### src/rtl/sr_flag_arbiter.sv
// Bank of set/reset status flags shared by NREQ requesters through a round-robin
// arbiter that applies one command per cycle, plus a sequencer that clears the whole bank.
module sr_flag_arbiter #(
  parameter int NREQ  = 4,
  parameter int NFLAG = 8,
  parameter int IW    = 3
) (
  input  logic               clk,
  input  logic               rst,
  input  logic [NREQ-1:0]    req_valid,
  input  logic [NREQ-1:0]    req_op,
  input  logic [NREQ*IW-1:0] req_idx,
  output logic [NREQ-1:0]    req_ready,
  input  logic               sweep_start,
  output logic               sweep_busy,
  output logic               sweep_done,
  output logic [NFLAG-1:0]   flag_q,
  output logic               cmd_valid,
  output logic               cmd_op,
  output logic [IW-1:0]      cmd_idx,
  output logic               err_idx
);

  localparam int PW = (NREQ > 1) ? $clog2(NREQ) : 1;
  localparam logic [IW:0]   NF_LIM = (IW+1)'(NFLAG);
  localparam logic [IW-1:0] LAST   = IW'(NFLAG - 1);
  localparam logic [PW-1:0] LAST_R = PW'(NREQ - 1);

  typedef enum logic {IDLE, SWEEP} state_t;

  state_t        state;
  logic [PW-1:0] ptr;
  logic [IW-1:0] cnt;

  logic [IW-1:0] idx_arr [NREQ];
  logic [NREQ-1:0] grant_p0;
  logic [PW-1:0] gnt_id_p0;
  logic          vld_p0;
  logic          gnt_op_p0;
  logic [IW-1:0] gnt_idx_p0;
  logic          in_range_p0;

  always_comb begin
    for (int i = 0; i < NREQ; i++) begin
      idx_arr[i] = req_idx[i*IW +: IW];
    end
  end

  // Stage 0: round-robin search starting at ptr; sweep activity or reset blocks all grants
  always_comb begin
    int j;
    logic [PW-1:0] sel;
    j         = 0;
    sel       = '0;
    grant_p0  = '0;
    gnt_id_p0 = '0;
    vld_p0    = 1'b0;
    if (!rst && state == IDLE && !sweep_start) begin
      for (int k = 0; k < NREQ; k++) begin
        j = int'(ptr) + k;
        if (j >= NREQ) j = j - NREQ;
        sel = PW'(j);
        if (!vld_p0 && req_valid[sel]) begin
          vld_p0    = 1'b1;
          gnt_id_p0 = sel;
        end
      end
      if (vld_p0) grant_p0[gnt_id_p0] = 1'b1;
    end
  end

  assign req_ready   = grant_p0;
  assign gnt_op_p0   = req_op[gnt_id_p0];
  assign gnt_idx_p0  = idx_arr[gnt_id_p0];
  assign in_range_p0 = ({1'b0, gnt_idx_p0} < NF_LIM);

  // Stage 1: apply the granted command or the current sweep step
  always_ff @(posedge clk or posedge rst) begin
    if (rst) begin
      state      <= IDLE;
      ptr        <= '0;
      cnt        <= '0;
      flag_q     <= '0;
      cmd_valid  <= 1'b0;
      cmd_op     <= 1'b0;
      cmd_idx    <= '0;
      err_idx    <= 1'b0;
      sweep_busy <= 1'b0;
      sweep_done <= 1'b0;
    end else begin
      cmd_valid  <= 1'b0;
      err_idx    <= 1'b0;
      sweep_done <= 1'b0;
      case (state)
        IDLE: begin
          if (sweep_start) begin
            state      <= SWEEP;
            cnt        <= '0;
            sweep_busy <= 1'b1;
          end else if (vld_p0) begin
            ptr <= (gnt_id_p0 == LAST_R) ? '0 : gnt_id_p0 + 1'b1;
            if (in_range_p0) begin
              flag_q[gnt_idx_p0] <= gnt_op_p0;
              cmd_valid          <= 1'b1;
              cmd_op             <= gnt_op_p0;
              cmd_idx            <= gnt_idx_p0;
            end else begin
              err_idx <= 1'b1;
            end
          end
        end
        SWEEP: begin
          flag_q[cnt] <= 1'b0;
          cmd_valid   <= 1'b1;
          cmd_op      <= 1'b0;
          cmd_idx     <= cnt;
          if (cnt == LAST) begin
            state      <= IDLE;
            cnt        <= '0;
            sweep_busy <= 1'b0;
            sweep_done <= 1'b1;
          end else begin
            cnt <= cnt + 1'b1;
          end
        end
        default: state <= IDLE;
      endcase
    end
  end

endmodule

### config.mk
export PLATFORM = sky130hd
export DESIGN_NAME = sr_flag_arbiter
export DESIGN_NICKNAME = d
export VERILOG_FILES = /design/src/rtl/sr_flag_arbiter.sv
export SDC_FILE = /design/constraint.sdc
export NUM_CORES = 1
export LEC_CHECK = 0
export CORE_AREA = 2 2 56 68
export CTS_CLUSTER_DIAMETER = 150
export DETAILED_ROUTE_END_ITERATION = 12
export DIE_AREA = 0 0 58 70
export GPL_TIMING_DRIVEN = 1
export PLACE_DENSITY = 0.72
export SLEW_MARGIN = 5
export SYNTH_ARGS = -nofsm -noshare
export SYNTH_HDL_FRONTEND = slang
export SYNTH_SLANG_ARGS = --single-unit
### constraint.sdc
create_clock -name clk -period 2.1 [get_ports clk]
set_input_delay 0.42 -clock clk [delete_from_list [all_inputs] [get_ports clk]]
set_output_delay 0.42 -clock clk [all_outputs]
set_load 0.02 [all_outputs]
==> parameters.txt, run 1 <==
Parameter                              Value

Place
  Final weighted congestion of routability-driven global placement ... just under 0.9
  Detailed Place HPWL ... 2860 um
  Number of I/O port buffers ... just over 40
  DP Area ... 1960 um^2

Outcome
  Failing checks ... setup timing
  Result of the run ... finished with violations

Synthesis
  Synthesized flop and latch total ... 21
  Cell variety after synth ... 46
  Net count after synthesis ... ~170
  Mapped Avg Cell Area ... 9.67 um^2
  Sequential area share after synthesis ... around 39%
  Post-synth top flop ... dfrtp_1
  Synthesized cell area ... 1350 um^2
  Mapped Cells ... 140
  Count of flip-flops with a built-in enable after synthesis ... 0
  Synth async-reset ratio ... between 90% and 100%
  Yosys warning count ... 0

Global routing
  First-pass GRT wire length ... about 6900 um
  Total gr overflow ... 0
  Antenna violations before repair ... 0
  Via count of the first global-routing pass ... approximately 1500
  All-layer global routing usage ... 21.8%
  Largest net degree at the start of global routing ... 22

Floorplan
  Number of placed I/O pins ... between 40 and 50
  Die height ... about 70 um
  CORE AREA ... approximately 3500 um^2
  Die boundary width ... 58 um
  Initial core utilization ... between 30% and 40%
  Die ar. ... about 4100 um^2
  Number of core rows ... 24

Final layout
  Core occupancy in the finished layout ... 64.2%
  Filler cells ... between 200 and 300
  Diodes inserted ... 0
  Post-layout nets ... roughly 240
  Fraction of layout cells with a size suffix above 1 ... between 30 and 40%
  Leading cell type in the layout, fill and taps excluded ... clkdlybuf4s50_1
  Highest-count cells in the layout ignoring fill and taps ... clkdlybuf4s50_1 (32), buf_4 (25), dfrtp_1 (21)
  Area growth syn-to-layout ... 65.2%
  Area of all placed cells without fillers ... between 2000 and 2500 um^2

Critical path
  Start of the worst register-to-register path ... ptr[1]
  Capturing element type of the critical path ... flop
  Critical path data arrival time ... 2.40 ns
  Category of the worst setup path launch point ... flop
  Critical Path Start ... ptr[1]
  Crit Path Class ... flop to flop
  Path depth of the worst reg2reg path ... 8
  Maximum fanout along the worst path ... 4
  Crit path required time ... around 2.3 ns
  Endpoint of the worst register-to-register path ... flag_q[7]
  R2R setup slack ... -0.12 ns

Clock network
  Number of sinks on the clock net ... 21
  Number of buffers created by CTS ... 3
  Latest clock arrival within the worst-skew pair ... ~0.27 ns
  Worst-case clock buffer depth ... 2
  Reg clk slew, reported paths ... 0.08 ns
  Master cell of the clock root buffer ... clkbuf_8
  Number of levels in the clock H-tree ... 1
  CTS tree ... done

Timing
  Post-route setup slack ... -0.118 ns
  Setup TNS ... -0.825 ns
  Fin. Hold Viols ... 0
  Final slew viol count ... 0
  RSZ-0062 raised after global routing ... true
  Maximum clock frequency ... 451 MHz
  Crit share post-route ... 106%
  Min Tclk post-route ... around 2.2 ns
  Fin Clk Skew ... 0.00719 ns
  Final count of negative-setup-slack endpoints ... 13

Min path
  HP Start ... cmd_idx[1]
  Hold Path Depth ... 2
  Hold Crit Class ... flop to flop
  Worst Hold Path EP ... cmd_idx[1]

Detailed routing
  Vias post-DR ... between 1000 and 1500
  DR pass1 iterations ... 4
  Mean number of vias per cell ... 5.56
  Remaining design rule violation count ... 0
  Number of design-rule violations left by the first detailed-router iteration ... 63
  Met1 layer wirelength in the final routing ... roughly 1700 um
  Wirelength per Cell ... 16.3 um
  Top sig layer ... met4
  Met2 layer wire length in the routed design ... between 2000 and 2500 um
  Total length of routed wires ... around 4100 um
  Post-route ant nets ... 0
  Routed length on met3 ... about 240 um

Power
  Maximum vdd drop ... 831 uV
  Reported leakage power ... ~1 nW
  Pwr Density ... 1010 nW/um^2

Flow run
  Max-cap violations ... 0
==> worst max path at each step <==
stage                    to  slack, ns  cells after the start
6_report          flag_q[7]      -0.12                      8
5_1_grt           flag_q[7]      -0.22                      8
4_1_cts           flag_q[7]      -0.11                      8
3_5_place_dp   req_ready[2]      -0.75                      6
3_3_place_gp   req_ready[2]      -0.66                      6
2_1_floorplan     flag_q[4]       0.01                      7
==> registers in the layout, indices dropped and copies added, names as in the netlist <==
name and count:
cmd_idx 3, cmd_op 1, cmd_valid 1, cnt 3, flag_q 8, ptr 2
state 1, sweep_busy 1, sweep_done 1
==> per-layer routing <==
layer / vias to the layer above / track usage, %
met5: - / 0
met4: 0 / 7.24
met3: 11 / 4.26
met2: 63 / 36.9
met1: 663 / 27.3
li1: 653 / -
==> area by class of cell <==
cell class	count	area (um^2)	share of cell area (%)
Clock inverter	1	7.51	0.336
Clock buffer	3	41.3	1.85
Sequential cell	21	526	23.5
Inverter	8	33.8	1.51
Tap cell	39	48.8	2.18
Multi-Input combinational cell	105	898	40.2
Timing Repair Buffer	73	681	30.4
==> Yosys cell counts (all sizes together), types with 2 or more instances <==
cell	instances	area, um^2
buf	3	23.8
clkbuf	3	11.3
o21ai	7	35.0
ha	2	25.0
nor3	6	51.3
nor4	3	33.8
nand2	13	48.8
o211ai	2	20.0
mux2i	13	130
a211o	2	17.5
nand3	6	42.5
inv	8	30.0
nor2	12	50.1
o31ai	4	30.0
mux2	2	22.5
dfrtp	21	526
a21o	2	15.0
a21oi	3	15.0
o22ai	3	25.0
and2	3	18.8
nand2b	6	37.5
==> where the power goes <==
group | leakage (nW) | internal, W | switching [W]
registers | 0.263 | 0.000550 | 0.000159
logic | 0.704 | 0.000623 | 0.000646
clock network | 0.0217 | 0.000134 | 0.000142
total | 0.989 | 0.00131 | 0.000947
==> cell families after synthesis <==
kind of cell               count (synthesis)  share of synthesized area [%]
other                                      1                          0.277
buffers and inverters                     14                           4.81
adders and majority gates                  2                           1.85
and+or+nand+nor                           54                           23.5
muxes                                     15                           11.3
AOI/OAI and AO/OA                         33                           19.5
DFF                                       21                           38.8
==> repair_timing <==
action / 4_1_cts / 5_1_grt
hold buffers: 0 / 0
resized for setup: 55 / 15
cloned: 0 / 0
pin swaps: 11 / 5
endpoints found under the setup margin: 16 / 15
setup buffers: 7 / 2
==> metrics by stage <==
stage	std cells	hold slack [ns]	total power [W]	setup slack [ns]
after floorplan	140	0.283	0.00132	0.0117
after global placement	237	0.512	0.00178	-0.662
after detailed placement	237	0.509	0.00183	-0.752
after CTS	248	0.538	0.00222	-0.114
after global routing	250	0.558	0.00241	-0.223
final	250	0.529	0.00225	-0.118
==> worst max-delay path: stages (launching register included) <==
cell,delay (ns)
dfrtp_1,0.43
mux2i_2,0.28
o22ai_2,0.14
buf_6,0.16
o32a_1,0.28
a32o_2,0.27
buf_6,0.13
nor4_4,0.21
mux2i_1,0.22
Note: power is estimated with default switching activity, not from simulation.
==> run 2, diff against run 1 <==
Settings changed: SKIP_LAST_GASP set to 1.
==> run 2 against run 1 <==
The run still ends with setup timing left. Clock power about the same. Cell area unchanged. Power about the same. Maximum frequency up 0.20%. Final cell count unchanged. Sequential power about the same. Non-clock buffer count unchanged. Register-to-register slack about the same.
==> parameters.txt, run 2 (same netlist as run 1, synthesis figures left out) <==
Parameter                              Value

Timing
  Post-route setup slack ... -0.114 ns (was -0.118 ns)
  Fin Clk Skew ... 0.00660 ns (was 0.00719 ns)
  Fin. Hold Viols ... 0 (unchanged)
  Maximum clock frequency ... 452 MHz (was 451 MHz)
  Setup TNS ... -0.769 ns (was -0.825 ns)
  Final slew viol count ... 0 (unchanged)
  Final count of negative-setup-slack endpoints ... 13 (unchanged)
  RSZ-0062 raised after global routing ... true (unchanged)
  Min Tclk post-route ... 2.21 ns (was 2.22 ns)
  Crit share post-route ... 105% (was 106%)

Place
  Final weighted congestion of routability-driven global placement ... 0.865 (unchanged)
  Detailed Place HPWL ... 2860 um (unchanged)
  Number of I/O port buffers ... 41 (unchanged)

Clock network
  Worst-case clock buffer depth ... 2 (unchanged)
  Number of buffers created by CTS ... 3 (unchanged)
  Number of levels in the clock H-tree ... 1 (unchanged)
  CTS tree ... done (unchanged)
  Latest clock arrival within the worst-skew pair ... 0.27 ns (about the same)
  Master cell of the clock root buffer ... clkbuf_8 (unchanged)
  Number of sinks on the clock net ... 21 (unchanged)
  Reg clk slew, reported paths ... 0.08 ns (about the same)

Critical path
  Crit path required time ... 2.29 ns (about the same)
  Crit Path Class ... flop to flop (unchanged)
  Critical path data arrival time ... 2.40 ns (about the same)
  Start of the worst register-to-register path ... ptr[1] (unchanged)
  Capturing element type of the critical path ... flop (unchanged)
  Path depth of the worst reg2reg path ... 8 (unchanged)
  Maximum fanout along the worst path ... 4 (unchanged)
  Category of the worst setup path launch point ... flop (unchanged)
  R2R setup slack ... -0.11 ns (was -0.12 ns)
  Endpoint of the worst register-to-register path ... flag_q[7] (unchanged)

Detailed routing
  Wirelength per Cell ... 16.2 um (was 16.3 um)
  Remaining design rule violation count ... 0 (unchanged)
  Mean number of vias per cell ... 5.56 (unchanged)
  Number of design-rule violations left by the first detailed-router iteration ... 63 (unchanged)
  Vias post-DR ... 1390 (unchanged)
  Post-route ant nets ... 0 (unchanged)
  Total length of routed wires ... 4050 um (was 4060 um)
  DR pass1 iterations ... 4 (unchanged)

Global routing
  All-layer global routing usage ... 21.8% (unchanged)
  Total gr overflow ... 0 (unchanged)
  Via count of the first global-routing pass ... 1507 (unchanged)
  Antenna violations before repair ... 0 (unchanged)
  Largest net degree at the start of global routing ... 22 (unchanged)
  First-pass GRT wire length ... 6950 um (unchanged)

Min path
  Hold Path Depth ... 2 (unchanged)
  HP Start ... cmd_idx[1] (unchanged)
  Worst Hold Path EP ... cmd_idx[1] (unchanged)
  Hold Crit Class ... flop to flop (unchanged)

Floorplan
  CORE AREA ... 3480 um^2 (unchanged)
  Number of placed I/O pins ... 43 (unchanged)
  Die boundary width ... 58 um (unchanged)
  Die height ... 70 um (unchanged)
  Initial core utilization ... 38.9% (unchanged)
  Number of core rows ... 24 (unchanged)
  Die ar. ... 4060 um^2 (unchanged)

Final layout
  Fraction of layout cells with a size suffix above 1 ... 37.9% (unchanged)
  Leading cell type in the layout, fill and taps excluded ... clkdlybuf4s50_1 (unchanged)
  Area growth syn-to-layout ... 65.2% (unchanged)
  Post-layout nets ... 237 (unchanged)
  Diodes inserted ... 0 (unchanged)
  Most flops, register ... flag_q (unchanged)
  Filler cells ... 283 (unchanged)
  Highest-count cells in the layout ignoring fill and taps ... clkdlybuf4s50_1 (32), buf_4 (25), dfrtp_1 (21) (unchanged)
  Largest registers ... flag_q (8), cmd_idx (3), cnt (3) (unchanged)
  Register area ... 526 um^2 (unchanged)
  Area of the multi-input gates ... 898 um^2 (unchanged)
  Flip-flop count of the largest register after layout ... 8 (unchanged)

Flow run
  Max-cap violations ... 0 (unchanged)

Outcome
  Failing checks ... setup timing (unchanged)
  Result of the run ... finished with violations (unchanged)

Power
  Power share of the sequential group ... 31.5% (about the same)
  Internal power ... 0.00131 W (about the same)
  Fraction of power spent switching nets ... 42.0% (about the same)
  Maximum vdd drop ... 829 uV (was 831 uV)
  Pwr Density ... 1010 nW/um^2 (about the same)
  Final Power ... 0.00225 W (about the same)
  Proportion of power drawn by the clock network ... 12.2% (was 12.3%)
  Portion of total power attributed to combinational logic ... 56.3% (about the same)
  Switching component of the power ... 0.000945 W (was 0.000947 W)
  Reported leakage power ... 0.989 nW (unchanged)
## run 2: repair_timing
action | 4_1_cts | 5_1_grt
pin swaps | 11 | 5
endpoints found under the hold margin | 0 | 0
hold buffers | 0 | 0
gates resized for setup | 54 | 16
gates cloned | 0 | 0
setup endpoints to repair | 16 | 15
setup buffers | 7 | 2
## run 2: power by group through the flow
stage                     Sequential, W  Combinational, W  Clock [W]
after floorplan                0.000757          0.000559          0
after detailed placement       0.000711           0.00112          0
final                          0.000709           0.00127   0.000276
after global routing           0.000736           0.00138   0.000297
after global placement         0.000703           0.00108          0
after CTS                      0.000708           0.00123   0.000283
## run 2: cell type report
cell class | instances | area share [%]
multi-input combinational | 105 | 40.2
tap | 39 | 2.18
clock buffer | 3 | 1.85
timing repair buffer | 73 | 30.4
clock inverter | 1 | 0.336
inverter | 8 | 1.51
sequential | 21 | 23.5
## run 2: stage by stage
stage	worst slack, ns	cells	utilization [%]	hold WS (ns)	cell area (um^2)
6_report	-0.114	250	64.2	0.529	2240
5_1_grt	-0.223	250	64.2	0.558	2240
4_1_cts	-0.115	248	62.4	0.538	2170
3_5_place_dp	-0.752	237	56.3	0.509	1960
3_3_place_gp	-0.662	237	56.3	0.512	1960
2_1_floorplan	0.0117	140	-	0.283	1360
## run 2: worst max-delay path by stage
stage                 startpoint      endpoint  slack, ns  depth (start not counted)
floorplan                    rst     flag_q[4]       0.01                          7
global placement    req_valid[2]  req_ready[2]      -0.66                          6
detailed placement  req_valid[2]  req_ready[2]      -0.75                          6
CTS                       ptr[1]  req_ready[2]      -0.12                          5
global route              ptr[1]     flag_q[7]      -0.22                          8
finish                    ptr[1]     flag_q[7]      -0.11                          8
## run 2: worst max-delay path: stages (launching register included)
cell and delay, ns:
dfrtp_1 0.43, mux2i_2 0.28, o22ai_2 0.14, buf_6 0.16, o32a_1 0.28, a32o_2 0.27, buf_6 0.13, nor4_4 0.21
mux2i_1 0.22
## run 2: per-layer routing
| metal | share of wire [%] | track usage [%] | wire, um | up-vias |
|---|---|---|---|---|
| li1 | - | - | - | 653 |
| met1 | 41 | 27.3 | 1660 | 667 |
| met2 | 51 | 36.9 | 2060 | 59 |
| met3 | 5.6 | 4.26 | 228 | 11 |
| met4 | 2.5 | 7.24 | 103 | 0 |
| met5 | 0 | 0 | 0 | - |
